==> config.mk <==
export PLATFORM = sky130hd
export DESIGN_NAME = conbus_rr
export DESIGN_NICKNAME = d
export VERILOG_FILES = /design/src/rtl/conbus_pkg.sv /design/src/rtl/conbus_rr_arb.sv /design/src/rtl/conbus_rr.sv
export SDC_FILE = /design/constraint.sdc
export NUM_CORES = 1
export LEC_CHECK = 0
export ABC_CLOCK_PERIOD_IN_PS = 4300
export BUFFER_PORTS_ARGS = -buffer_cell sky130_fd_sc_hd__buf_2
export CAP_MARGIN = 10
export CORE_AREA = 3 3 331 333
export CTS_CLUSTER_SIZE = 16
export DETAILED_ROUTE_END_ITERATION = 7
export DIE_AREA = 0 0 334 336
export HOLD_SLACK_MARGIN = 0.1
export SLEW_MARGIN = 20
export SYNTH_ARGS = -nofsm -noshare
export SYNTH_HDL_FRONTEND = slang
export SYNTH_SLANG_ARGS = --single-unit
==> constraint.sdc <==
create_clock -name sys_clk -period 4.3 [get_ports sys_clk]
set_input_delay 0.43 -clock sys_clk [delete_from_list [all_inputs] [get_ports sys_clk]]
set_output_delay 0.43 -clock sys_clk [all_outputs]
set_load 0.05 [all_outputs]
==> src/rtl/conbus_pkg.sv <==
// Shared widths, Wishbone cycle-type codes and helpers for the conbus_rr interconnect.
package conbus_pkg;

  localparam int ADR_W = 32;
  localparam int DAT_W = 32;
  localparam int CTI_W = 3;
  localparam int SEL_W = 4;

  localparam logic [CTI_W-1:0] CLASSIC = 3'b000;
  localparam logic [CTI_W-1:0] CONST   = 3'b001;
  localparam logic [CTI_W-1:0] INCR    = 3'b010;
  localparam logic [CTI_W-1:0] END     = 3'b111;

  typedef enum logic {
    ARB_IDLE,
    ARB_OWNED
  } arb_state_e;

  // Number of bits needed to hold values 0..value-1; clog2(1) is 0.
  function automatic int clog2(input int value);
    int bits = 0;
    int rem = value - 1;
    while (rem > 0) begin
      bits++;
      rem = rem >> 1;
    end
    return bits;
  endfunction

endpackage

==> src/rtl/conbus_rr_arb.sv <==
// Round-robin bus arbiter: a grant is held for as long as its owner keeps cyc asserted,
// and the search for the next owner starts just above the previous one.
module conbus_rr_arb
  import conbus_pkg::*;
#(
  parameter int N_M = 6
) (
  input  logic           sys_clk,
  input  logic           sys_rst,
  input  logic [N_M-1:0] req,
  output logic [N_M-1:0] gnt
);

  localparam int IDX_W = clog2(N_M);

  arb_state_e     state_q, state_d;
  logic [N_M-1:0] gnt_q, gnt_d;
  logic [IDX_W-1:0] last_q, last_d, owner_idx;
  logic [N_M-1:0] mask, req_hi, pick;

  // NOTE: state registers use non-blocking assignments; combinational blocks use blocking ones.
  always_ff @(posedge sys_clk) begin
    if (sys_rst) begin
      state_q <= ARB_IDLE;
      gnt_q   <= '0;
      last_q  <= IDX_W'(N_M - 1);
    end else begin
      state_q <= state_d;
      gnt_q   <= gnt_d;
      last_q  <= last_d;
    end
  end

  // Requests above the last owner win first; the plain lowest request covers the wrap.
  always_comb begin
    // NOTE: every signal written here gets a default first, so no latch can be inferred.
    mask      = '0;
    owner_idx = '0;
    for (int i = 0; i < N_M; i++) begin
      mask[i] = (IDX_W'(i) > last_q);
      if (gnt_q[i]) owner_idx = IDX_W'(i);
    end
    req_hi = req & mask;
    pick   = (|req_hi) ? (req_hi & (-req_hi)) : (req & (-req));
  end

  always_comb begin
    state_d = state_q;
    gnt_d   = gnt_q;
    last_d  = last_q;
    case (state_q)
      ARB_IDLE: begin
        if (|req) begin
          gnt_d   = pick;
          state_d = ARB_OWNED;
        end
      end
      ARB_OWNED: begin
        if (!(|(req & gnt_q))) begin
          gnt_d   = '0;
          last_d  = owner_idx;
          state_d = ARB_IDLE;
        end
      end
      default: state_d = ARB_IDLE;
    endcase
  end

  always_comb begin
    gnt = gnt_q;
  end

endmodule

==> src/rtl/conbus_rr.sv <==
// Shared-bus Wishbone interconnect: N_M masters, N_S slaves, round-robin arbitration,
// address decode, and bus errors for unmapped addresses and unresponsive slaves.
module conbus_rr
  import conbus_pkg::*;
#(
  parameter int                      N_M        = 6,
  parameter int                      N_S        = 8,
  parameter int                      S_ADDR_W   = 4,
  parameter logic [N_S*S_ADDR_W-1:0] S_ADDR_MAP = 32'h7654_3210,
  parameter int                      TMO_CYC    = 255
) (
  input  logic                 sys_clk,
  input  logic                 sys_rst,
  input  logic [N_M*DAT_W-1:0] m_dat_i,
  input  logic [N_M*ADR_W-1:0] m_adr_i,
  input  logic [N_M*CTI_W-1:0] m_cti_i,
  input  logic [N_M*SEL_W-1:0] m_sel_i,
  input  logic [N_M-1:0]       m_we_i,
  input  logic [N_M-1:0]       m_cyc_i,
  input  logic [N_M-1:0]       m_stb_i,
  output logic [DAT_W-1:0]     m_dat_o,
  output logic [N_M-1:0]       m_ack_o,
  output logic [N_M-1:0]       m_err_o,
  input  logic [N_S*DAT_W-1:0] s_dat_i,
  input  logic [N_S-1:0]       s_ack_i,
  input  logic [N_S-1:0]       s_err_i,
  output logic [DAT_W-1:0]     s_dat_o,
  output logic [ADR_W-1:0]     s_adr_o,
  output logic [CTI_W-1:0]     s_cti_o,
  output logic [SEL_W-1:0]     s_sel_o,
  output logic                 s_we_o,
  output logic [N_S-1:0]       s_cyc_o,
  output logic [N_S-1:0]       s_stb_o,
  output logic [N_M-1:0]       gnt_o
);

  localparam int               CNT_W   = clog2(TMO_CYC + 1);
  localparam logic [CNT_W-1:0] TMO_MAX = CNT_W'(TMO_CYC);

  logic [N_M-1:0]   gnt;
  logic             any_gnt;
  logic [DAT_W-1:0] own_dat;
  logic [ADR_W-1:0] own_adr;
  logic [CTI_W-1:0] own_cti;
  logic [SEL_W-1:0] own_bsel;
  logic             own_we, own_cyc, own_stb;
  logic [N_S-1:0]   slv_hit, slv_sel;
  logic             ack_any, err_any;
  logic             dec_err_q, dec_err_d;
  logic             tmo_err_q, tmo_err_d, tmo_run;
  logic [CNT_W-1:0] tmo_cnt, tmo_cnt_d;

  conbus_rr_arb #(
    .N_M(N_M)
  ) u_arb (
    .sys_clk(sys_clk),
    .sys_rst(sys_rst),
    .req    (m_cyc_i),
    .gnt    (gnt)
  );

  assign any_gnt = |gnt;
  assign gnt_o   = gnt;

  // AND-OR mux of the granted master; an all-zero grant yields an all-zero bus.
  always_comb begin
    own_dat  = '0;
    own_adr  = '0;
    own_cti  = '0;
    own_bsel = '0;
    own_we   = 1'b0;
    own_cyc  = 1'b0;
    own_stb  = 1'b0;
    for (int i = 0; i < N_M; i++) begin
      own_dat  |= m_dat_i[i*DAT_W +: DAT_W] & {DAT_W{gnt[i]}};
      own_adr  |= m_adr_i[i*ADR_W +: ADR_W] & {ADR_W{gnt[i]}};
      own_cti  |= m_cti_i[i*CTI_W +: CTI_W] & {CTI_W{gnt[i]}};
      own_bsel |= m_sel_i[i*SEL_W +: SEL_W] & {SEL_W{gnt[i]}};
      own_we   |= m_we_i[i] & gnt[i];
      own_cyc  |= m_cyc_i[i] & gnt[i];
      own_stb  |= m_stb_i[i] & gnt[i];
    end
  end

  assign s_dat_o = own_dat;
  assign s_adr_o = own_adr;
  assign s_cti_o = own_cti;
  assign s_sel_o = own_bsel;
  assign s_we_o  = own_we;

  always_comb begin
    slv_hit = '0;
    for (int j = 0; j < N_S; j++) begin
      slv_hit[j] = (own_adr[ADR_W-1 -: S_ADDR_W] == S_ADDR_MAP[j*S_ADDR_W +: S_ADDR_W]);
    end
  end

  // Duplicate map entries resolve to the lowest index; nothing is selected without a grant.
  assign slv_sel = (slv_hit & (-slv_hit)) & {N_S{any_gnt}};
  assign s_cyc_o = slv_sel & {N_S{own_cyc}};
  assign s_stb_o = slv_sel & {N_S{own_cyc & own_stb}};

  always_comb begin
    m_dat_o = '0;
    for (int j = 0; j < N_S; j++) begin
      m_dat_o |= s_dat_i[j*DAT_W +: DAT_W] & {DAT_W{slv_sel[j]}};
    end
  end

  assign ack_any = |(s_ack_i & slv_sel);
  assign err_any = ((|(s_err_i & slv_sel)) | dec_err_q | tmo_err_q) & ~ack_any;
  assign m_ack_o = gnt & {N_M{ack_any}};
  assign m_err_o = gnt & {N_M{err_any}};

  // Skipping a cycle after each decode error gives a held strobe one err every two cycles.
  assign dec_err_d = own_cyc & own_stb & ~(|slv_hit) & ~dec_err_q;

  // A grant change always passes through an ungranted cycle, which clears the counter.
  assign tmo_run = own_cyc & own_stb & (|slv_sel) & ~ack_any & ~err_any;

  always_comb begin
    tmo_cnt_d = '0;
    tmo_err_d = 1'b0;
    if (tmo_run) begin
      if (tmo_cnt == TMO_MAX) tmo_err_d = 1'b1;
      else                    tmo_cnt_d = tmo_cnt + CNT_W'(1);
    end
  end

  always_ff @(posedge sys_clk) begin
    if (sys_rst) begin
      dec_err_q <= 1'b0;
      tmo_err_q <= 1'b0;
      tmo_cnt   <= '0;
    end else begin
      dec_err_q <= dec_err_d;
      tmo_err_q <= tmo_err_d;
      tmo_cnt   <= tmo_cnt_d;
    end
  end

endmodule
-- Word-level counts from Yosys, hierarchy flattened
Cells that the tools add are included.
Widths: inputs -> output; s select.
- register bits after elaboration: 20
- input bits: 718
- word-level logic and storage cells: 172
- add/sub/neg operators: 4
- magnitude comparators: 6
- equality and inequality tests: 10
- muxes and demuxes: 13
- bitwise logic cells: 120
- reduce and logical (&&, ||, !) cells: 13
- operators with widths (operator ; number):
    $and 32x32->32 ; 20
    $or 32x32->32 ; 17
    $and 8x8->8 ; 6
    $and 6x6->6 ; 6
    $reduce_or 8->1 ; 4
    $and 1x1->1 ; 25
    $and 4x4->4 ; 6
    $reduce_or 6->1 ; 4
    $or 4x4->4 ; 5
    $and 3x3->3 ; 6
    $mux 6 ; 3
    $or 1x1->1 ; 17
    $eq 4x3->1 const B ; 4
    $or 3x3->3 ; 5
    $neg 6->6 ; 2
    $pmux 6 s2 ; 1
    $add 8x1->8 const B ; 1
    $eq 4x2->1 const B ; 2
    $eq 8x8->1 const B ; 1
    $neg 8->8 ; 1
    $not 1->1 ; 7
    $gt 1x3->1 const A ; 2
    $gt 2x3->1 const A ; 2
    $gt 3x3->1 const A ; 2
    other kinds (11) ; 17

-- Logic depth before layout (Yosys ltp)
- depth in word-level cells: 19
- mapped depth: 11

-- Hierarchy
From an unflattened synthesis, not the netlist that was laid out.
- cell total of the unflattened synthesis: 872
- area, all modules: 5587.9 um2
- modules (own cells, without submodules) (module ; instances ; cells an instance ; area an instance (um2) ; seq. area each (um2)):
    conbus_rr ; 1 ; 796 ; 4987.3 ; 200.2
    conbus_rr_arb ; 1 ; 76 ; 600.6 ; 200.2

-- Least setup slack after synthesis
OpenSTA, ideal clock, no wires.
- kind: register to output
- start point: reg u_arb.gnt_q[3] (netlist: u_arb.gnt[3])
- end point: out s_cyc_o[7]
- arrival: 3539 ps
- path slack: 331 ps
- stages on the path, launching flop included: 7
- buffers on the path: 2
- path through: dfxtp_1 buf_2 a22oi_1 nand3_1 nand2_1 clkbuf_1 nor4_1
- cells in the longest elaborated chain, start to end: 9
- elaborated cells between the ends (all ways): 21
- ends and longest elaborated chain (item ; line ; text):
    start, declared ; conbus_rr_arb.sv:17 ; logic [N_M-1:0] gnt_q, gnt_d;
    start signal, assigned ; conbus_rr_arb.sv:29 ; gnt_q <= gnt_d;
    $and 32x32->32 (*) ; conbus_rr.sv:76 ; own_adr |= m_adr_i[i*ADR_W +: ADR_W] & {ADR_W{gnt[i]}};
    $or 32x32->32 (*) (3 in a row) ; conbus_rr.sv:76 ;
    net s_adr_o[28] ; conbus_rr.sv:28 ; output logic [ADR_W-1:0] s_adr_o,
    $eq 4x1->1, or another cell as far along ; conbus_rr.sv:94 ; slv_hit[j] = (own_adr[ADR_W-1 -: S_ADDR_W] == S_ADDR_MAP[j*S_ADDR_W +: S_ADDR_W]);
    $neg 8->8 ; conbus_rr.sv:99 ; assign slv_sel = (slv_hit & (-slv_hit)) & {N_S{any_gnt}};
    $and 8x8->8 (*) (2 in a row) ; conbus_rr.sv:99 ;
    $and 8x8->8 (*) ; conbus_rr.sv:100 ; assign s_cyc_o = slv_sel & {N_S{own_cyc}};
    end, declared ; conbus_rr.sv:32 ; output logic [N_S-1:0] s_cyc_o,
Mark *: on every way through the listed nets, which the timed path passes. The rest lies on a longest branch.

-- Worst setup path in the final report
- start point: reg u_arb.gnt_q[1] (netlist: u_arb.gnt[1])
- end point: out m_dat_o[22]
- cells in the longest elaborated chain, start to end: 18
- elaborated cells between the ends (all ways): 33
- ends and longest elaborated chain (item ; line ; text):
    $and 32x32->32 ; conbus_rr.sv:76 ;
    $or 32x32->32 (5 in a row) ; conbus_rr.sv:76 ;
    $eq 4x1->1 or $logic_not 4->1 (tied branches) ; conbus_rr.sv:94 ;
    $neg 8->8 ; conbus_rr.sv:99 ;
    $and 8x8->8 ; conbus_rr.sv:99 ;
    $and 8x8->8 (*) ; conbus_rr.sv:99 ;
    $and 32x32->32 ; conbus_rr.sv:106 ; m_dat_o |= s_dat_i[j*DAT_W +: DAT_W] & {DAT_W{slv_sel[j]}};
    $or 32x32->32 (6 in a row) ; conbus_rr.sv:106 ;
    $or 32x32->32 (*) ; conbus_rr.sv:106 ;
    end, declared ; conbus_rr.sv:21 ; output logic [DAT_W-1:0] m_dat_o,
Every way passes the cells marked *; elsewhere a longest branch is shown, timed or not.

==> results.sh <==
export IMPL_synth_edff_count=0
export IMPL_avgSynthCellArea_sq_um=6.32
export IMPL_dpl_hpwl_microns=71000
export IMPL_rr_startpoint="u_arb.gnt[2]"
export IMPL_globalplace_congestion=0.948
export IMPL_ioPinCount=856
export IMPL_synth_top_family_by_area="compound AO/OA/AOI/OAI gates"
export IMPL_port_buffers=855
export IMPL_vias=11645
export IMPL_grt_pass1_wl_microns=99900
export IMPL_max_clock_freq_mhz=248
export IMPL_synth_fa_ha_area_share_pct=0.230
export IMPL_layout_commonest_cell="buf_2"
export IMPL_yosys_area_share_simple_pct=29.0
export IMPL_yosys_warnings=0
export IMPL_maxSlewHeadroom_pct=30.7
export IMPL_grt_usage_pct=13.1
export IMPL_synth_mux_area_share_pct=0.368
export IMPL_ir_drop_v=0.0000790
export IMPL_maxCapViolations=0
export IMPL_reg2reg_depth=8
export IMPL_vias_per_cell=3.79
export IMPL_hold_buffers=0
export IMPL_cts_tree="done"
export IMPL_ys_types=55
export IMPL_hold_viol_final=0
export IMPL_max_clock_path_buffers=2
export IMPL_r2r_end="tmo_err_q"
export IMPL_hold_class="in2reg"
export IMPL_pwr_density_cell_mw_per_mm2=228
export IMPL_path_clk_slew_ns=0.06
export IMPL_synthXorXnorAreaFrac_pct=0.966
export IMPL_cts_htree_levels=1
export IMPL_worstPathRequired_ns=3.87
export IMPL_fin_worst_skew_ns=0.00112
export IMPL_fp_dieW_microns=334
export IMPL_end_kind="output port"
export IMPL_core_area_sq_mm=0.107
export IMPL_setup_viol=0
export IMPL_cts_buffers=3
export IMPL_status="finished clean"
export IMPL_holdWs_ns=0.465
export IMPL_final_layout_size_suffix_gt1_share_pct=55.9
export IMPL_netlist_instances=861
export IMPL_grt_antenna_before_repair=72
export IMPL_final_cell_mix="841 x buf_2, 283 x a22oi_1, 159 x nand2_1"
export IMPL_rsz0062_at_grt="no"
export IMPL_synth_flop_cell="dfxtp_1"
export IMPL_synth_cell_area_sq_mm=0.00544
export IMPL_fin_crit_sh_pct=93.9
export IMPL_r2r_slack_ns=1.22
export IMPL_post_drt_wl_per_cell_microns=25.8
export IMPL_first_iter_violations=961
export IMPL_dr_pass1_iters=8
export IMPL_post_cts_setup_buffers=0
export IMPL_critPathArrivalTime_ns=3.61
export IMPL_cts_root_buf="clkbuf_16"
export IMPL_critPathKind="reg2out"
export IMPL_worstHoldPathCells=3
export IMPL_synth_compound_area_share_pct=53.0
export IMPL_crit_fanout=21
export IMPL_hp_start="m_cyc_i[1]"
export IMPL_design_power_total_mw=2.66
export IMPL_die_h_microns=336
export IMPL_syn_nets=1580
export IMPL_min_to="u_arb.gnt[1]"
export IMPL_syn_to_final_growth_pct=115
export IMPL_tightest_slew_ns=1.03
export IMPL_postRouteAntennaNets=0
export IMPL_utilization_pct=10.9
export IMPL_finalNetCount=2374
export IMPL_cts_sinks=20
export IMPL_worstSetupStartpointType="flop"
export IMPL_setup_tns_ns=0
export IMPL_gr_total_overflow=0
export IMPL_synth_seq_cells=20
export IMPL_clock_latency_ns=0.26
export IMPL_p_leak_nw=5.44
export IMPL_grt_max_degree=65
export IMPL_yosysSeqAreaShare_pct=7.36
export IMPL_cts_resized=0
export IMPL_drc=0
export IMPL_num_rows=120
export IMPL_drt_total_wl_microns=79300
export IMPL_slew_viol_final=0
export IMPL_initial_core_util_pct=5.09
export IMPL_synthArstFlopShare_pct=0
export IMPL_first_global_vias=11051
export IMPL_min_period_ns=4.04
export IMPL_dieArea_sq_mm=0.112
-- per-stage QoR --
stage	instances	setup WS (ns)	instance area, sq um
3_3_place_gp	3053	0.669	11600
4_1_cts	3057	0.379	11600
3_5_place_dp	3053	0.670	11600
6_report	3074	0.263	11700
5_1_grt	3064	0.187	11700
2_1_floorplan	861	0.331	5440
-- registers in the layout (all words and copies together) (netlist names) --
register	cells
tmo_cnt	8
u_arb.gnt	6
u_arb.last_q	3
dec_err_q	1
tmo_err_q	1
u_arb.state_q	1
-- critical path, cell delays in order (launching register included) --
cell	delay, ns
dfxtp_4	0.50
a22oi_1	0.53
nand3_1	0.41
or3_4	0.59
nor2_4	0.40
buf_4	0.34
a22oi_1	0.12
o211ai_1	0.12
buf_2	0.30
-- cells by family after synthesis --
family	Yosys count
mux	2
compound gates	391
fa+ha+maj	1
flops	20
buf+inv	110
xor+xnor	6
simple gates	331
-- metal layers --
metal	up-vias	global-route usage [%]	share of wire [%]
li1	5015	-	-
met4	34	5.29	5.0
met1	5518	14.3	36
met5	-	0	0.27
met3	212	3.12	8.1
met2	866	24.2	51
-- synthesized netlist by cell type (all sizes together), types with 3 or more instances --
library cell,number,share of area [%]
a21oi,47,4.3
a222oi,13,2.4
a22oi,286,40
a32o,3,0.55
and2,8,0.92
and3,7,0.92
buf,44,4.5
clkbuf,50,3.4
dfxtp,20,7.4
inv,16,1.1
nand2,160,11
nand3,92,8.6
nor2,26,1.9
nor3,11,1.6
nor3b,6,1.4
nor4,14,1.7
o211ai,21,2.9
xor2,5,0.80
-- power by group --
part,internal (mW),total (mW),switching [mW]
clock network,0.126,0.198,0.0715
registers,0.191,0.226,0.0348
logic,0.669,2.24,1.57
-- area by class of cell --
cell class / count / area (sq um)
timing repair buffer: 883 / 4740
inverter: 16 / 63.8
antenna: 17 / 42.5
tap: 1403 / 1760
fill: 12727 / 95200
multi-input combinational: 731 / 4590
clock buffer: 4 / 78.8
sequential: 20 / 423
-- how the worst max path moves through the flow --
stage            startpoint     endpoint  depth (start not counted)  slack [ns]
2_1_floorplan  u_arb.gnt[3]   s_cyc_o[7]                          6        0.33
3_3_place_gp   u_arb.gnt[1]   s_stb_o[0]                          6        0.67
3_5_place_dp   u_arb.gnt[1]   s_stb_o[0]                          6        0.67
4_1_cts        u_arb.gnt[1]   s_stb_o[0]                          6        0.38
5_1_grt        u_arb.gnt[1]   s_stb_o[0]                          6        0.19
6_report       u_arb.gnt[1]  m_dat_o[22]                          8        0.26
(Power assumes the default switching activity.)
